## config.mk

```make
export PLATFORM = sky130hd
export DESIGN_NAME = udp_tx_sched
export DESIGN_NICKNAME = d
export VERILOG_FILES = /design/src/rtl/udp_pkg.sv /design/src/rtl/rr_arbiter.sv /design/src/rtl/udp_tx_sched.sv
export SDC_FILE = /design/constraint.sdc
export NUM_CORES = 1
export LEC_CHECK = 0
export ABC_CLOCK_PERIOD_IN_PS = 5400
export CORE_MARGIN = 10
export CORE_UTILIZATION = 37
export CTS_CLUSTER_DIAMETER = 30
export DETAILED_ROUTE_END_ITERATION = 16
export GPL_TIMING_DRIVEN = 1
export PLACE_DENSITY = 0.82
export RECOVER_POWER = 25
export SLEW_MARGIN = 20
export SYNTH_ARGS = -nofsm -noshare
export SYNTH_HDL_FRONTEND = slang
export SYNTH_SLANG_ARGS = --single-unit
```

## constraint.sdc

```tcl
create_clock -name clk -period 5.4 [get_ports clk]
set_clock_uncertainty 0.2 [all_clocks]
set_input_delay 1.08 -clock clk [delete_from_list [all_inputs] [get_ports clk]]
set_output_delay 1.08 -clock clk [all_outputs]
set_load 0.01 [all_outputs]
```

## src/rtl/udp_pkg.sv

```systemverilog
// udp_pkg -- shared definitions for the UDP transmit scheduler.
//   state_t          : scheduler FSM encoding
//   UDP_HDR_LEN      : UDP header bytes added to the payload length
//   IP_HDR_LEN       : IPv4 header bytes added on top of the UDP length
//   MAX_PAYLOAD      : largest payload that fits one Ethernet frame
//   DEFAULT_SRC_PORT : fixed UDP source port
//   len_valid()      : payload length acceptance rule
package udp_pkg;

  typedef enum logic [2:0] {
    ST_IDLE    = 3'd0,
    ST_ARB     = 3'd1,
    ST_START   = 3'd2,
    ST_WAIT_EN = 3'd3,
    ST_BUSY    = 3'd4,
    ST_GAP     = 3'd5
  } state_t;

  localparam logic [15:0] UDP_HDR_LEN      = 16'd8;
  localparam logic [15:0] IP_HDR_LEN       = 16'd20;
  localparam logic [15:0] MAX_PAYLOAD      = 16'd1472;
  localparam logic [15:0] DEFAULT_SRC_PORT = 16'd8080;

  // A payload is sendable when non-empty, word aligned and within one frame.
  function automatic logic len_valid(input logic [15:0] len);
    return (len != 16'd0) && (len[1:0] == 2'b00) && (len <= MAX_PAYLOAD);
  endfunction

endpackage

```

## src/rtl/rr_arbiter.sv

```systemverilog
// rr_arbiter -- combinational round-robin picker.
//   req   : request vector, one bit per channel
//   ptr   : highest-priority channel index for this pick
//   grant : one-hot winner (all zero when no request)
// The first requester at or above ptr wins; if none, the lowest requester wins
// (wrap-around).
module rr_arbiter #(
  parameter int NUM_CH = 4
) (
  input  logic [NUM_CH-1:0]         req,
  input  logic [$clog2(NUM_CH)-1:0] ptr,
  output logic [NUM_CH-1:0]         grant
);

  localparam logic [NUM_CH-1:0] ONE = NUM_CH'(1);

  logic [NUM_CH-1:0] upper;
  logic [NUM_CH-1:0] upper_first;
  logic [NUM_CH-1:0] any_first;

  // Isolate lowest set bit with x & -x, first among channels >= ptr, else overall.
  always_comb begin
    upper       = req & ({NUM_CH{1'b1}} << ptr);
    upper_first = upper & (~upper + ONE);
    any_first   = req & (~req + ONE);
    if (upper != {NUM_CH{1'b0}}) begin
      grant = upper_first;
    end else begin
      grant = any_first;
    end
  end

endmodule

```

## src/rtl/udp_tx_sched.sv

```systemverilog
// udp_tx_sched -- shares one UDP transmitter among NUM_CH requesting channels.
// Ports:
//   clk, rst            : clock, synchronous active-high reset
//   ch_req              : per-channel frame request (level, held until grant)
//   ch_len/ch_dst_port  : per-channel payload byte count / destination port (16b each)
//   ch_data             : per-channel payload word (32b each)
//   ch_grant            : one-hot owner, set from tx_start until tx_en falls
//   ch_data_req         : tx_data_req forwarded to the owner only
//   ch_err              : one-cycle pulse on rejected length or watchdog abort
//   tx_start            : one-cycle frame start to the transmitter
//   tx_data_length      : UDP length (payload + 8)
//   tx_total_length     : IP total length (payload + 28)
//   src_port / dst_port : UDP ports (src fixed at 8080)
//   tx_datain           : owner's payload word (0 when nobody owns the transmitter)
//   tx_data_req, tx_en  : transmitter word request / frame active
// Optional build macro UDP_TX_SCHED_WDOG_EN: adds a frame watchdog that aborts a
// frame after WDOG_CYCLES cycles counted from tx_start.
module udp_tx_sched
  import udp_pkg::*;
#(
  parameter int NUM_CH      = 4,
  parameter int IFG_CYCLES  = 12,
  parameter int WDOG_CYCLES = 4096
) (
  input  logic                   clk,
  input  logic                   rst,
  input  logic [NUM_CH-1:0]      ch_req,
  input  logic [16*NUM_CH-1:0]   ch_len,
  input  logic [16*NUM_CH-1:0]   ch_dst_port,
  input  logic [32*NUM_CH-1:0]   ch_data,
  output logic [NUM_CH-1:0]      ch_grant,
  output logic [NUM_CH-1:0]      ch_data_req,
  output logic [NUM_CH-1:0]      ch_err,
  output logic                   tx_start,
  output logic [15:0]            tx_data_length,
  output logic [15:0]            tx_total_length,
  output logic [15:0]            src_port,
  output logic [15:0]            dst_port,
  output logic [31:0]            tx_datain,
  input  logic                   tx_data_req,
  input  logic                   tx_en
);

  localparam int PW = $clog2(NUM_CH);

  if (NUM_CH < 2 || NUM_CH > 8) begin : g_bad_num_ch
    $error("udp_tx_sched: NUM_CH must be 2..8");
  end
  if (WDOG_CYCLES < 2) begin : g_bad_wdog
    $error("udp_tx_sched: WDOG_CYCLES must be at least 2");
  end

  state_t              state;
  state_t              state_n;
  logic [PW-1:0]       ptr;
  logic [PW-1:0]       ptr_n;
  logic [PW-1:0]       owner;
  logic [PW-1:0]       owner_n;
  logic [PW-1:0]       win_idx;
  logic [PW-1:0]       ptr_after_win;
  logic [NUM_CH-1:0]   win;
  logic [NUM_CH-1:0]   grant_n;
  logic [NUM_CH-1:0]   err_n;
  logic                tx_start_n;
  logic [15:0]         dlen_n;
  logic [15:0]         tlen_n;
  logic [15:0]         dport_n;
  logic [15:0]         gap_cnt;
  logic [15:0]         gap_cnt_n;
  logic                wdog_expired;

  logic [15:0] len_arr   [NUM_CH];
  logic [15:0] dport_arr [NUM_CH];
  logic [31:0] data_arr  [NUM_CH];

  for (genvar g = 0; g < NUM_CH; g++) begin : g_unpack
    assign len_arr[g]   = ch_len[16*g +: 16];
    assign dport_arr[g] = ch_dst_port[16*g +: 16];
    assign data_arr[g]  = ch_data[32*g +: 32];
  end

  rr_arbiter #(.NUM_CH(NUM_CH)) u_rr (
    .req   (ch_req),
    .ptr   (ptr),
    .grant (win)
  );

  // One-hot winner to index; OR-accumulate keeps the loop free of a hold branch.
  always_comb begin
    win_idx = {PW{1'b0}};
    for (int i = 0; i < NUM_CH; i++) begin
      win_idx = win_idx | (win[i] ? PW'(i) : {PW{1'b0}});
    end
  end

  assign ptr_after_win = (win_idx == PW'(NUM_CH - 1)) ? {PW{1'b0}} : (win_idx + PW'(1));

`ifdef UDP_TX_SCHED_WDOG_EN
  logic [31:0] wdog_cnt;

  // Cycles since tx_start: START counts as 1, WAIT_EN/BUSY keep counting.
  always_ff @(posedge clk) begin
    if (rst) begin
      wdog_cnt <= 32'd0;
    end else if (state == ST_START) begin
      wdog_cnt <= 32'd1;
    end else if (state == ST_WAIT_EN || state == ST_BUSY) begin
      wdog_cnt <= wdog_cnt + 32'd1;
    end else begin
      wdog_cnt <= 32'd0;
    end
  end

  assign wdog_expired = (state == ST_WAIT_EN || state == ST_BUSY) &&
                        (wdog_cnt >= 32'(WDOG_CYCLES - 1));
`else
  assign wdog_expired = 1'b0;
`endif

  // Next-state and next registered-output values.
  always_comb begin
    state_n    = state;
    ptr_n      = ptr;
    owner_n    = owner;
    grant_n    = ch_grant;
    err_n      = {NUM_CH{1'b0}};
    tx_start_n = 1'b0;
    dlen_n     = tx_data_length;
    tlen_n     = tx_total_length;
    dport_n    = dst_port;
    gap_cnt_n  = 16'd0;
    case (state)
      ST_IDLE: begin
        if ((ch_req != {NUM_CH{1'b0}}) && !tx_en) begin
          state_n = ST_ARB;
        end else begin
          state_n = ST_IDLE;
        end
      end
      ST_ARB: begin
        // The request may have been withdrawn since IDLE; then nothing happens.
        if (win == {NUM_CH{1'b0}}) begin
          state_n = ST_IDLE;
        end else if (len_valid(len_arr[win_idx])) begin
          owner_n    = win_idx;
          grant_n    = win;
          tx_start_n = 1'b1;
          dlen_n     = len_arr[win_idx] + UDP_HDR_LEN;
          tlen_n     = len_arr[win_idx] + UDP_HDR_LEN + IP_HDR_LEN;
          dport_n    = dport_arr[win_idx];
          ptr_n      = ptr_after_win;
          state_n    = ST_START;
        end else begin
          err_n   = win;
          ptr_n   = ptr_after_win;
          state_n = ST_IDLE;
        end
      end
      ST_START: begin
        state_n = ST_WAIT_EN;
      end
      ST_WAIT_EN: begin
        if (wdog_expired) begin
          err_n   = ch_grant;
          grant_n = {NUM_CH{1'b0}};
          state_n = ST_GAP;
        end else if (tx_en) begin
          state_n = ST_BUSY;
        end else begin
          state_n = ST_WAIT_EN;
        end
      end
      ST_BUSY: begin
        if (wdog_expired) begin
          err_n   = ch_grant;
          grant_n = {NUM_CH{1'b0}};
          state_n = ST_GAP;
        end else if (!tx_en) begin
          grant_n = {NUM_CH{1'b0}};
          state_n = ST_GAP;
        end else begin
          state_n = ST_BUSY;
        end
      end
      ST_GAP: begin
        if ((gap_cnt + 16'd1) >= 16'(IFG_CYCLES)) begin
          state_n = ST_IDLE;
        end else begin
          gap_cnt_n = gap_cnt + 16'd1;
          state_n   = ST_GAP;
        end
      end
      default: begin
        grant_n = {NUM_CH{1'b0}};
        state_n = ST_IDLE;
      end
    endcase
  end

  // State and registered outputs.
  always_ff @(posedge clk) begin
    if (rst) begin
      state           <= ST_IDLE;
      ptr             <= {PW{1'b0}};
      owner           <= {PW{1'b0}};
      ch_grant        <= {NUM_CH{1'b0}};
      ch_err          <= {NUM_CH{1'b0}};
      tx_start        <= 1'b0;
      tx_data_length  <= 16'd0;
      tx_total_length <= 16'd0;
      dst_port        <= 16'd0;
      gap_cnt         <= 16'd0;
    end else begin
      state           <= state_n;
      ptr             <= ptr_n;
      owner           <= owner_n;
      ch_grant        <= grant_n;
      ch_err          <= err_n;
      tx_start        <= tx_start_n;
      tx_data_length  <= dlen_n;
      tx_total_length <= tlen_n;
      dst_port        <= dport_n;
      gap_cnt         <= gap_cnt_n;
    end
  end

  // Grant is one-hot on the owner, so gating by it routes the request to the owner only.
  assign ch_data_req = tx_data_req ? ch_grant : {NUM_CH{1'b0}};
  assign tx_datain   = (ch_grant != {NUM_CH{1'b0}}) ? data_arr[owner] : 32'd0;
  assign src_port    = DEFAULT_SRC_PORT;

endmodule
```

==> summary.log <==
[clock_network] count of H-tree levels built during CTS 3
[die] die extent in x 144 um
[yosys] cell area after synthesis 5680 um2
[worst_setup_path] crit path max-delay cell type sky130_fd_sc_hd__clkdlybuf4s50_1
[yosys] complex-gate fraction of the synthesized area 25.0%
[worst_setup_path] CP peak stage delay 0.67 ns
[clock_network] CTS resizes 0
[run] max cap viols 0
[clock_network] clock buffer count from CTS 9
[detailed_routing] number of remaining DRC errors 0
[detailed_routing] DRT Wirelength 25600 um
[worst_setup_path] CP Class primary input to register
[worst_setup_path] critical path startpoint ch_req[0]
[worst_setup_path] critical path startpoint category primary input
[worst_setup_path] buffering stage count on the worst path with inverters included 3
[global_route] total routing resource utilization after global routing 23.1%
[clock_network] clock transition at the register clock pins on the worst setup and hold paths after CTS 0.06 ns
[yosys] post-synthesis xor/xnor area fraction 2.47%
[sta] Period Utilization, post-route 90.4%
[yosys] unique cell type count in the Yosys netlist 73
[finish] # fillers 1320
[worst_hold_path] type of the worst min-delay path register to register
[sta] RSZ-0062 raised after global routing no
[yosys] fraction of the yosys area taken by sequential cells 27.5%
[power_and_ir_drop] Worst IR Drop VDD 0.000126 V
[yosys] Yosys Warn Count 0
[yosys] main combinational cell family by area after synthesis compound AO/OA/AOI/OAI gates
[clock_network] CTS Sinks 78
[worst_setup_path] data arrival at the endpoint of the critical path 4.93 ns
[clock_network] CTS hold repair buffers 0
[placed_design] placer's final routability congestion estimate 0.956
[global_route] largest net degree at the start of global routing 42
[placed_design] PortBufs 356
[sta] maximum clock rate 205 MHz
[placed_design] Post-Place Cells 1217
[sta] number of failing setup endpoints in the final timing report 0
[yosys] fraction of the mapped netlist area in simple logic gates 22.9%
[power_and_ir_drop] P per Cell Area 175 nW/um2
[die] floorplan core area 15100 um2
[worst_setup_path] Critical Path, Cell by Cell clkdlybuf4s50_1 -> nor2b_1 -> o21ba_1 -> o21ai_0 -> a31oi_1 -> o21ai_0 -> inv_1 -> ha_1 -> inv_1 -> nor2_1 -> o211ai_1 -> nor4b_1 -> nor2_1 -> o21ai_0 -> or3_1 -> a311oi_1
[detailed_routing] number of vias per cell after detailed routing 5.49
[placed_design] HPWL Detailed 21200 um
[finish] Syn-to-layout area delta 71.6%
[detailed_routing] number of DRC markers after the initial detailed-route iteration 510
[clock_network] clock tree from TritonCTS yes
[die] Die Area 20700 um2
[worst_setup_path] flop-to-flop setup slack 1.31 ns
[finish] non-filler instance count after layout 1236
[yosys] syn_area_per_cell 8.26 um2
[clock_network] buffer type at the clock tree root sky130_fd_sc_hd__clkbuf_16
[detailed_routing] Routed Antenna Nets 0
[worst_setup_path] required time of the critical path 5.44 ns
[sta] Setup Total Neg Slack 0 ns
[die] FP Rows 45
[sta] count of pins over their slew limit 0
[worst_hold_path] terminating pin of the worst hold path tx_data_length[2]
[power_and_ir_drop] Leak 3.59 nW
[yosys] flip-flop and latch count after synthesis 78
[worst_setup_path] maximum fanout along the worst path 10
[yosys] post-synthesis share of cell area spent on full adders, half adders and majority gates 1.32%
[worst_setup_path] cell count of the worst reg-to-reg path 12
[sta] worst max-slew margin expressed relative to the limit 46.8%
[worst_setup_path] Crit path max-delay family compound AO/OA/AOI/OAI gates
[yosys] fraction of registers with async set or reset after synthesis 0%
[clock_network] number of buffers added for setup after CTS 0
[yosys] share of cell area taken by muxes after synthesis 13.4%
[die] starting density of the core 37.5%
[detailed_routing] Vias 6788
[sta] Final Hold Fails 0
[worst_setup_path] startpoint of the worst-slack reg-to-reg timing path ptr[1]
[global_route] leftover overflow at the end of global routing 0
[global_route] number of global-route vias before repair 6709
[detailed_routing] First-pass DRT Iterations 5
[global_route] antenna violations before repair 3
[finish] final-stage net count 1310
[worst_hold_path] worst hold start tx_data_length[2]
[die] die boundary height 144 um
[worst_setup_path] r2r endpoint tx_total_length[10]
[yosys] Post-Synthesis Cells 688
[die] num ports 373
[detailed_routing] average wire per cell in the routed design 20.7 um
[sta] transition time at the pin with the least slew margin 0.798 ns
[clock_network] source-to-sink clock delay at the later pin of the worst-skew pair 0.33 ns
[worst_setup_path] Critical Path Sink Type register
[global_route] first-pass GRT wire length 37700 um
[worst_hold_path] Worst Hold Depth 2
[outcome] outcome complete, no violations
[finish] fraction of layout cells with a size suffix above 1 10.3%
[worst_setup_path] Crit path top cell by count sky130_fd_sc_hd__o21ai_0
[yosys] Post-synth EDFFs 0
[sta] min Tclk post-route 4.88 ns
[clock_network] maximum buffer depth of the clock tree 2
[yosys] flip-flop cell with the highest count after synthesis sky130_fd_sc_hd__dfxtp_1
[report_power, final]
part	switching (W)	internal (W)
registers	0.00000734	0.000582
clock network	0.000250	0.000317
logic	0.000245	0.000302
total	0.000502	0.00120
[layout make-up]
cell class / count / area, um2 / area share (%)
clock inverters: 7 / 55.1 / 0.565
inverters: 10 / 37.5 / 0.385
repair buffers: 386 / 3790 / 38.9
well taps: 188 / 235 / 2.41
diodes: 3 / 7.51 / 0.0770
multi-input cells: 555 / 3840 / 39.4
flip-flops and latches: 78 / 1560 / 16.0
clock buffers: 9 / 225 / 2.31
[logic make-up after synthesis]
family,count (synthesis)
adders and majority gates,6
buffers and inverters,81
xor gates and xnor gates,16
muxes,36
other,2
and+or+nand+nor,253
AOI/OAI and AO/OA,216
DFF,78
[per-stage QoR]
step	util, %	setup WS [ns]	power [W]	area, um2	hold slack (ns)
5_1_grt	64.4	0.234	0.00178	9750	0.289
3_5_place_dp	62.5	0.253	0.00114	9460	0.266
3_3_place_gp	62.5	0.320	0.00113	9460	0.256
6_report	64.4	0.517	0.00170	9750	0.272
4_1_cts	64.3	0.602	0.00171	9740	0.275
2_1_floorplan	-	0.839	0.000870	5780	0.252
[sequential cells by signal, indices dropped and copies added (netlist names)]
register / count
ch_grant: 4
gap_cnt: 16
dst_port: 16
tx_total_length: 14
state: 3
ptr: 2
owner: 2
ch_err: 4
tx_data_length: 16
tx_start: 1
[cells in the mapped netlist (all sizes together) (15+ instances only)]
cell type | instances | area [um2]
and3 | 15 | 93.8
nor3 | 15 | 80.1
nor2 | 48 | 193
buf | 41 | 263
nand2 | 54 | 203
o21ai | 50 | 254
o22ai | 19 | 125
nand3 | 48 | 240
mux4 | 32 | 721
nor2b | 37 | 234
dfxtp | 78 | 1560
clkbuf | 30 | 113
a31oi | 25 | 156
a21oi | 60 | 300
[per-layer routing]
layer / global-route usage [%] / part of all wire, % / up-vias
met3: 8.88 / 11 / 35
met2: 41.5 / 52 / 322
li1: - / - / 3250
met5: 0 / 0 / -
met4: 5.59 / 1.5 / 0
met1: 24.8 / 36 / 3181
[cells in the final DEF, fill, tap and decap left out, types with 3 or more instances in the layout]
master,Yosys,final
sky130_fd_sc_hd__a211oi_1,9,9
sky130_fd_sc_hd__a21oi_1,60,60
sky130_fd_sc_hd__a311oi_1,5,5
sky130_fd_sc_hd__a31oi_1,25,24
sky130_fd_sc_hd__and2_1,5,5
sky130_fd_sc_hd__and3_1,15,15
sky130_fd_sc_hd__buf_4,21,30
sky130_fd_sc_hd__clkbuf_16,0,9
sky130_fd_sc_hd__clkdlybuf4s50_1,0,317
sky130_fd_sc_hd__conb_1,2,28
sky130_fd_sc_hd__dfxtp_1,78,77
sky130_fd_sc_hd__diode_2,0,3
sky130_fd_sc_hd__dlygate4sd3_1,0,39
sky130_fd_sc_hd__ha_1,6,6
sky130_fd_sc_hd__inv_1,10,10
sky130_fd_sc_hd__mux2i_1,3,3
sky130_fd_sc_hd__mux4_2,32,32
sky130_fd_sc_hd__nand2_1,54,54
sky130_fd_sc_hd__nand2b_1,6,6
sky130_fd_sc_hd__nand3_1,48,48
sky130_fd_sc_hd__nand4_1,3,3
sky130_fd_sc_hd__nor2_1,45,44
sky130_fd_sc_hd__nor2_2,2,3
sky130_fd_sc_hd__nor2b_1,36,36
sky130_fd_sc_hd__nor3_1,14,14
sky130_fd_sc_hd__o211ai_1,12,12
sky130_fd_sc_hd__o21a_1,4,4
sky130_fd_sc_hd__o21ai_0,44,44
sky130_fd_sc_hd__o21ai_1,5,5
sky130_fd_sc_hd__o22ai_1,18,18
sky130_fd_sc_hd__or2_2,4,4
sky130_fd_sc_hd__or4_1,3,3
sky130_fd_sc_hd__xnor2_1,11,11
sky130_fd_sc_hd__xor2_1,5,5
[worst min-delay path: stages (launching register included)]
cell and delay, ns:
sky130_fd_sc_hd__dfxtp_1 0.30, sky130_fd_sc_hd__o21ai_0 0.06, sky130_fd_sc_hd__a21oi_1 0.06
[worst max-delay path by stage]
stage	cells after the start	slack, ns	end
5_1_grt	15	0.23	tx_total_length[10]
6_report	16	0.52	tx_total_length[10]
3_3_place_gp	13	0.32	tx_total_length[10]
2_1_floorplan	18	0.84	tx_total_length[10]
3_5_place_dp	16	0.25	tx_total_length[10]
4_1_cts	16	0.60	tx_total_length[10]
Power figures use the tool's default switching activity.
